`src/rtl/bus_pkg.sv`:
```
// Shared bus geometry and the line-cache FSM encoding used by the CPU,
// slow_ram and bus_line_cache.
package bus_pkg;

    localparam int BUS_AW = 20;
    localparam int BUS_DS = 4;
    localparam int BUS_DW = (2 ** BUS_DS) * 8;

    typedef logic [2:0] cache_state_t;

    localparam cache_state_t ST_IDLE       = 3'd0;
    localparam cache_state_t ST_READ_HIT   = 3'd1;
    localparam cache_state_t ST_MISS_FILL  = 3'd2;
    localparam cache_state_t ST_WRITE_THRU = 3'd3;
    localparam cache_state_t ST_RESP       = 3'd4;

endpackage

```
`src/rtl/cache_line_store.sv`:
```
// Direct-mapped line storage: data/tag arrays with async-read lookup,
// one write port and a single-cycle bulk invalidate.
module cache_line_store
    import bus_pkg::*;
#(
    parameter int INDEX_BITS = 4,
    parameter int TAG_BITS   = 12,
    parameter int DATA_WIDTH = BUS_DW
) (
    input  logic                  clk,
    input  logic                  rst,
    input  logic [INDEX_BITS-1:0] lookup_index,
    input  logic [TAG_BITS-1:0]   lookup_tag,
    output logic                  hit,
    output logic [DATA_WIDTH-1:0] line_data,
    input  logic                  wr_en,
    input  logic [INDEX_BITS-1:0] wr_index,
    input  logic [TAG_BITS-1:0]   wr_tag,
    input  logic [DATA_WIDTH-1:0] wr_data,
    input  logic                  clear_all
);

    localparam int LINES = 2 ** INDEX_BITS;

    logic [DATA_WIDTH-1:0] data_r [LINES];
    logic [TAG_BITS-1:0]   tag_r  [LINES];
    logic [LINES-1:0]      valid_r;

    // Valid bits: cleared by reset or flush, set by any line write
    always_ff @(posedge clk or posedge rst) begin
        if (rst) begin
            valid_r <= '0;
        end else if (clear_all) begin
            valid_r <= '0;
        end else if (wr_en) begin
            valid_r[wr_index] <= 1'b1;
        end
    end

    // Data and tag arrays carry no reset; valid_r alone qualifies them
    always_ff @(posedge clk) begin
        if (wr_en) begin
            data_r[wr_index] <= wr_data;
            tag_r[wr_index]  <= wr_tag;
        end
    end

    assign line_data = data_r[lookup_index];
    assign hit       = valid_r[lookup_index] && (tag_r[lookup_index] == lookup_tag);

endmodule

```
`src/rtl/bus_line_cache.sv`:
```
// Direct-mapped, write-through, read-allocate line cache between the CPU
// bus master and slow_ram; read hits complete one cycle after the request.
module bus_line_cache
    import bus_pkg::*;
#(
    parameter int BUS_ADDRESS_WIDTH    = BUS_AW,
    parameter int BUS_DATA_WIDTH_SHIFT = BUS_DS,
    parameter int INDEX_BITS           = 4
) (
    input  logic                                              clk_i,
    input  logic                                              rst_i,
    input  logic [BUS_ADDRESS_WIDTH-BUS_DATA_WIDTH_SHIFT-1:0] cpu_addr_i,
    input  logic [(2**BUS_DATA_WIDTH_SHIFT)*8-1:0]            cpu_data_i,
    input  logic                                              cpu_we_i,
    input  logic                                              cpu_req_i,
    output logic [(2**BUS_DATA_WIDTH_SHIFT)*8-1:0]            cpu_data_o,
    output logic                                              cpu_valid_o,
    input  logic                                              flush_i,
    output logic [BUS_ADDRESS_WIDTH-BUS_DATA_WIDTH_SHIFT-1:0] mem_addr_o,
    output logic [(2**BUS_DATA_WIDTH_SHIFT)*8-1:0]            mem_data_o,
    input  logic [(2**BUS_DATA_WIDTH_SHIFT)*8-1:0]            mem_data_i,
    output logic                                              mem_we_o,
    input  logic                                              mem_valid_i,
    output logic [31:0]                                       hit_count_o,
    output logic [31:0]                                       miss_count_o
);

    localparam int LINE_AW  = BUS_ADDRESS_WIDTH - BUS_DATA_WIDTH_SHIFT;
    localparam int DW       = (2 ** BUS_DATA_WIDTH_SHIFT) * 8;
    localparam int TAG_BITS = LINE_AW - INDEX_BITS;

    function automatic logic [31:0] sat_inc(input logic [31:0] value);
        return (value == 32'hFFFF_FFFF) ? value : value + 32'd1;
    endfunction

    cache_state_t          state_r;
    logic [DW-1:0]         cpu_data_r;
    logic                  cpu_valid_r;
    logic [LINE_AW-1:0]    mem_addr_r;
    logic [DW-1:0]         mem_data_r;
    logic                  mem_we_r;
    logic [31:0]           hit_count_r;
    logic [31:0]           miss_count_r;

    logic [INDEX_BITS-1:0] index_s;
    logic [TAG_BITS-1:0]   tag_s;
    logic                  hit_s;
    logic [DW-1:0]         line_s;
    logic                  wr_en_s;
    logic [DW-1:0]         wr_data_s;
    logic                  clear_s;

    assign index_s = cpu_addr_i[INDEX_BITS-1:0];
    assign tag_s   = cpu_addr_i[LINE_AW-1:INDEX_BITS];

    cache_line_store #(
        .INDEX_BITS (INDEX_BITS),
        .TAG_BITS   (TAG_BITS),
        .DATA_WIDTH (DW)
    ) u_store (
        .clk          (clk_i),
        .rst          (rst_i),
        .lookup_index (index_s),
        .lookup_tag   (tag_s),
        .hit          (hit_s),
        .line_data    (line_s),
        .wr_en        (wr_en_s),
        .wr_index     (index_s),
        .wr_tag       (tag_s),
        .wr_data      (wr_data_s),
        .clear_all    (clear_s)
    );

    // Line-store write strobe: fills always allocate, write-through only updates a hit
    always_comb begin
        wr_en_s   = 1'b0;
        wr_data_s = cpu_data_i;
        clear_s   = 1'b0;
        case (state_r)
            ST_IDLE: begin
                clear_s = flush_i;
            end
            ST_MISS_FILL: begin
                wr_en_s   = mem_valid_i;
                wr_data_s = mem_data_i;
            end
            ST_WRITE_THRU: begin
                if (mem_valid_i) begin
                    wr_en_s = hit_s;
                end else begin
                    wr_en_s = 1'b0;
                end
            end
            default: begin
                wr_en_s = 1'b0;
            end
        endcase
    end

    // Request FSM, bus-side registers and saturating hit/miss counters
    always_ff @(posedge clk_i or posedge rst_i) begin
        if (rst_i) begin
            state_r      <= ST_IDLE;
            cpu_data_r   <= '0;
            cpu_valid_r  <= 1'b0;
            mem_addr_r   <= '0;
            mem_data_r   <= '0;
            mem_we_r     <= 1'b0;
            hit_count_r  <= 32'd0;
            miss_count_r <= 32'd0;
        end else begin
            case (state_r)
                ST_IDLE: begin
                    // A flush wins this cycle; a held request then sees only misses
                    if (flush_i) begin
                        state_r <= ST_IDLE;
                    end else if (cpu_req_i) begin
                        if (cpu_we_i) begin
                            mem_addr_r <= cpu_addr_i;
                            mem_data_r <= cpu_data_i;
                            mem_we_r   <= 1'b1;
                            state_r    <= ST_WRITE_THRU;
                        end else if (hit_s) begin
                            cpu_data_r  <= line_s;
                            cpu_valid_r <= 1'b1;
                            hit_count_r <= sat_inc(hit_count_r);
                            state_r     <= ST_READ_HIT;
                        end else begin
                            mem_addr_r   <= cpu_addr_i;
                            mem_we_r     <= 1'b0;
                            miss_count_r <= sat_inc(miss_count_r);
                            state_r      <= ST_MISS_FILL;
                        end
                    end
                end
                ST_MISS_FILL: begin
                    if (mem_valid_i) begin
                        cpu_data_r  <= mem_data_i;
                        cpu_valid_r <= 1'b1;
                        state_r     <= ST_RESP;
                    end
                end
                ST_WRITE_THRU: begin
                    if (mem_valid_i) begin
                        mem_we_r    <= 1'b0;
                        cpu_valid_r <= 1'b1;
                        state_r     <= ST_RESP;
                    end
                end
                ST_READ_HIT, ST_RESP: begin
                    cpu_valid_r <= 1'b0;
                    state_r     <= ST_IDLE;
                end
                default: begin
                    cpu_valid_r <= 1'b0;
                    mem_we_r    <= 1'b0;
                    state_r     <= ST_IDLE;
                end
            endcase
        end
    end

    assign cpu_data_o   = cpu_data_r;
    assign cpu_valid_o  = cpu_valid_r;
    assign mem_addr_o   = mem_addr_r;
    assign mem_data_o   = mem_data_r;
    assign mem_we_o     = mem_we_r;
    assign hit_count_o  = hit_count_r;
    assign miss_count_o = miss_count_r;

endmodule
```
`config.mk`:
```
export PLATFORM = sky130hd
export DESIGN_NAME = bus_line_cache
export DESIGN_NICKNAME = d
export VERILOG_FILES = /design/src/rtl/bus_pkg.sv /design/src/rtl/cache_line_store.sv /design/src/rtl/bus_line_cache.sv
export SDC_FILE = /design/constraint.sdc
export NUM_CORES = 2
export LEC_CHECK = 0
export CORE_AREA = 10 10 555 557
export CTS_BUF_LIST = sky130_fd_sc_hd__clkbuf_16
export CTS_CLUSTER_DIAMETER = 30
export DETAILED_ROUTE_END_ITERATION = 10
export DIE_AREA = 0 0 565 567
export PLACE_DENSITY_LB_ADDON = 0.12
export REMOVE_ABC_BUFFERS = 1
export SYNTH_ARGS = -nofsm -noshare
export SYNTH_HDL_FRONTEND = slang
export SYNTH_SLANG_ARGS = --single-unit
```
`constraint.sdc`:
```
create_clock -name clk_i -period 24.1 [get_ports clk_i]
set_input_delay 2.41 -clock clk_i [delete_from_list [all_inputs] [get_ports clk_i]]
set_output_delay 2.41 -clock clk_i [all_outputs]
set_load 0.005 [all_outputs]
```
==> results.py <==
metrics = {
    "status": {
        "status": "finished clean",
    },
    "global_route": {
        "grt_pass1_wl_um": 438100,
        "grt_pass1_vias": 61310,
        "grt_max_degree": 125,
        "antenna_found_initial": 11,
        "overflow": 0,
        "track_usage_pct": 18.36,
    },
    "clock_tree": {
        "cts.repair.resized": 0,
        "cts_made_buffers": 604,
        "cts_root_buf": "clkbuf_16",
        "clkSlewWorstSetupHoldPaths_ns": 0.04,
        "cts_sinks": 2597,
        "clock_path_buffers": 4,
        "cts_tree": "yes",
        "postCtsSetupRepairBufs": 0,
        "h-tree-depth": 6,
        "clk_latency_ns": 0.98,
        "hold_buffers": 0,
    },
    "sta": {
        "relSlewSlack_pct": 23.87,
        "rsz0062_at_grt": "no",
        "max_freq_ghz": 0.09982,
        "setup_tns_ns": 0,
        "hold_violations": 0,
        "period_minus_slack_ns": 10.02,
        "slew_violations": 0,
        "setup_violations": 0,
        "fin_crit_sh_pct": 41.57,
        "skew_ns": 0.05014,
        "worst_pin_slew_ns": 1.138,
        "setup_ws_ns": 14.08,
    },
    "power": {
        "clkPwrFrac_pct": 53.8,
        "cellPowerDensity_mw_per_mm2": 110.1,
        "ir_worst_vdd_mv": 0.07128,
        "p_sw_w": 0.003540,
        "power.static_leakage_nw": 47.17,
        "finalPower_w": 0.01483,
        "p_comb_share_pct": 9.8,
        "switching_share_pct": 23.87,
        "internal_power_w": 0.01129,
        "seq_power_share_pct": 36.4,
    },
    "hold_path": {
        "hold_path.class": "reg2reg",
        "hp-start": "cpu_data_o[93]",
        "hold_path_depth": 1,
        "hold_end": "cpu_data_o[93]",
    },
    "route": {
        "viasPerCell": 5.189,
        "wire_per_inst_um": 27.59,
        "drtPass1Iterations": 7,
        "drc": 0,
        "finalWirelength_um": 300900,
        "vias": 56580,
        "antenna_left": 0,
        "dr.first_iter.drc_count": 4344,
    },
    "worst_setup_path": {
        "arrival_ns": 10.61,
        "critPathTopFamily": "buffers and inverters",
        "slowest_stage": "or4b_1",
        "crit_chain": "buf_8 > buf_4 > buf_4 > nor2b_1 > a22oi_1 > a21oi_1 > o221ai_1 > o31ai_1 > or4b_1 > a21o_1 > buf_4 > nor3_4 > buf_4 > buf_4",
        "r2r_cells": 11,
        "crit_top_cell": "buf_4",
        "cp.required_ns": 24.70,
        "cp_max_fo": 62,
        "reg2reg_slack_ns": 17.40,
        "crit_buf_inv": 6,
        "r2r_end": "u_store.data_r[10][94]",
        "end_kind": "flip-flop",
        "r2r_start": "u_store.tag_r[10][3]",
        "startpoint_type": "primary input",
        "worst-setup-path-type": "in2reg",
        "slowest_delay_ns": 0.95,
    },
    "floorplanning": {
        "floorplan.die_area_sq_mm": 0.3204,
        "die-height_um": 567,
        "fp-row-count": 200,
        "core_area_sq_mm": 0.2963,
        "dieWidth_um": 565,
        "ios": 616,
        "start_util_pct": 34.88,
    },
    "synth": {
        "yosysWarnings": 0,
        "synth_top_cell_by_area": "edfxtp_1",
        "dominantRegCellSynth": "edfxtp_1",
        "yosys_register_bits": 2597,
        "synth-edff-count": 2240,
        "yosysSeqAreaShare_pct": 73.74,
        "syn_area_per_cell_sq_um": 19.01,
        "ys_async_sr_fraction_pct": 13.75,
        "synth_area_sq_mm": 0.1033,
        "synth_top_cell_area_share_pct": 65.09,
        "ys_types": 67,
        "synth_top_cells_by_area": "edfxtp_1 65%, mux4_2 15%, dfrtp_1 8.6%, nand2_1 2.4%, mux2_2 1.6%",
        "synthCells": 5435,
    },
    "place": {
        "place_area_sq_mm": 0.1143,
        "gp_congestion": 0.7356,
        "place_ws_ns": 13.08,
        "port_buffers": 615,
        "dp_hpwl_um": 166700,
    },
    "cells_and_area": {
        "area_growth_pct": 30.30,
        "nFillCells": 25470,
        "drive_gt1_share_pct": 27.96,
        "fin_util_pct": 45.44,
        "nets": 6731,
        "finish.instance_area_sq_mm": 0.1346,
    },
    "run": {
        "cap_violations": 0,
    },
}
[worst max path at each step]
stage	from	end	slack, ns	depth (start not counted)
after floorplan	cpu_addr_i[0]	cpu_data_o[100]	8.08	8
after global placement	cpu_addr_i[1]	u_store.data_r[10][104]	13.09	14
after detailed placement	cpu_addr_i[1]	u_store.data_r[10][104]	13.08	14
after CTS	cpu_addr_i[1]	u_store.data_r[10][94]	14.09	14
after global routing	cpu_addr_i[1]	u_store.data_r[10][94]	13.70	14
final	cpu_addr_i[1]	u_store.data_r[10][94]	14.08	14
[synthesized netlist by cell type, drive strengths merged, types with 19 or more instances]
cell type  instances
nand2            672
a21oi            137
a22oi            121
edfxtp          2240
o21ai            238
mux2             155
nor3              44
nor2              30
inv              133
nand3             28
buf              101
xor2              57
clkbuf           222
mux4             683
dfrtp            357
nor4              19
mux2i             36
[routing by layer]
layer  track usage (%)  wire length (um)  vias up
li1                  -                 -    24050
met3             3.530             15990      435
met5                 0                 0        -
met1             25.05            131200    30310
met4             4.449              5749        0
met2             30.43            147900     1781
[per-stage QoR]
stage          instances  hold slack, ns
6_report           10900          0.4765
5_1_grt            10900          0.4932
4_1_cts            10900          0.4806
3_5_place_dp        9784          0.4651
3_3_place_gp        9784          0.4616
2_1_floorplan       5112          0.4432
[state kept, by name (all words and copies together) (netlist names), 3 cells and up]
name,count
state_r,3
miss_count_o,32
u_store.tag_r,192
u_store.data_r,2048
hit_count_o,32
mem_addr_o,16
u_store.valid_r,16
mem_data_o,128
cpu_data_o,128
[area by class of cell]
cell class              count  area [sq um]  area share [%]
clock inverters           504          5102           3.790
inverters                 133         506.7          0.3763
well taps                3939          4928           3.660
diodes                      7         17.52         0.01301
repair buffers            733          7259           5.392
flip-flops and latches   2597         76200           56.59
multi-input cells        2382         25410           18.88
clock buffers             608         15210           11.30
[cell usage in the layout (no fill, tap or decap), types with 10 or more instances in the layout]
cell type        instances
nand4_1                 15
edfxtp_1              2240
buf_4                  103
nand2_1                671
clkinv_4                22
xor2_1                  57
a21o_1                  16
bufinv_16               71
clkinv_1                88
clkbuf_16              608
nor3_2                  20
mux2_2                 150
clkinv_16               16
clkdlybuf4s50_1        610
inv_16                  12
nand2b_1                10
a22o_1                  15
nor3_1                  19
clkinv_2               113
o21ai_0                230
nor4_1                  16
mux4_2                 683
nand3_1                 28
mux2i_1                 36
nor2_1                  28
a21oi_1                137
dfrtp_1                356
xnor2_1                 17
clkinvlp_4              66
clkinv_8                10
buf_12                  16
inv_6                   21
a22oi_1                121
inv_1                  217
[power groups by stage]
stage	Combinational [W]	Sequential, W	Clock (W)
floorplan	0.000575	0.00547	0
global placement	0.00146	0.00547	0
detailed placement	0.00149	0.00547	0
CTS	0.00149	0.00540	0.00813
global route	0.00158	0.00542	0.00839
finish	0.00145	0.00540	0.00798
[cell families (layout without fill, tap and decap cells)]
| logic type | count (synthesis) | after routing | synth area share (%) |
|---|---|---|---|
| flip-flops | 2597 | 2597 | 73.74 |
| multiplexers | 874 | 874 | 16.92 |
| AND/OR/NAND/NOR | 867 | 867 | 3.613 |
| AO/OA/AOI/OAI | 565 | 565 | 3.267 |
| buffers and inverters | 456 | 1978 | 1.805 |
| XOR/XNOR | 74 | 74 | 0.6272 |
| adder cells (fa/ha/maj) | 2 | 2 | 0.02421 |
| other | 0 | 7 | 0 |
Note: power is estimated with default switching activity, not from simulation.
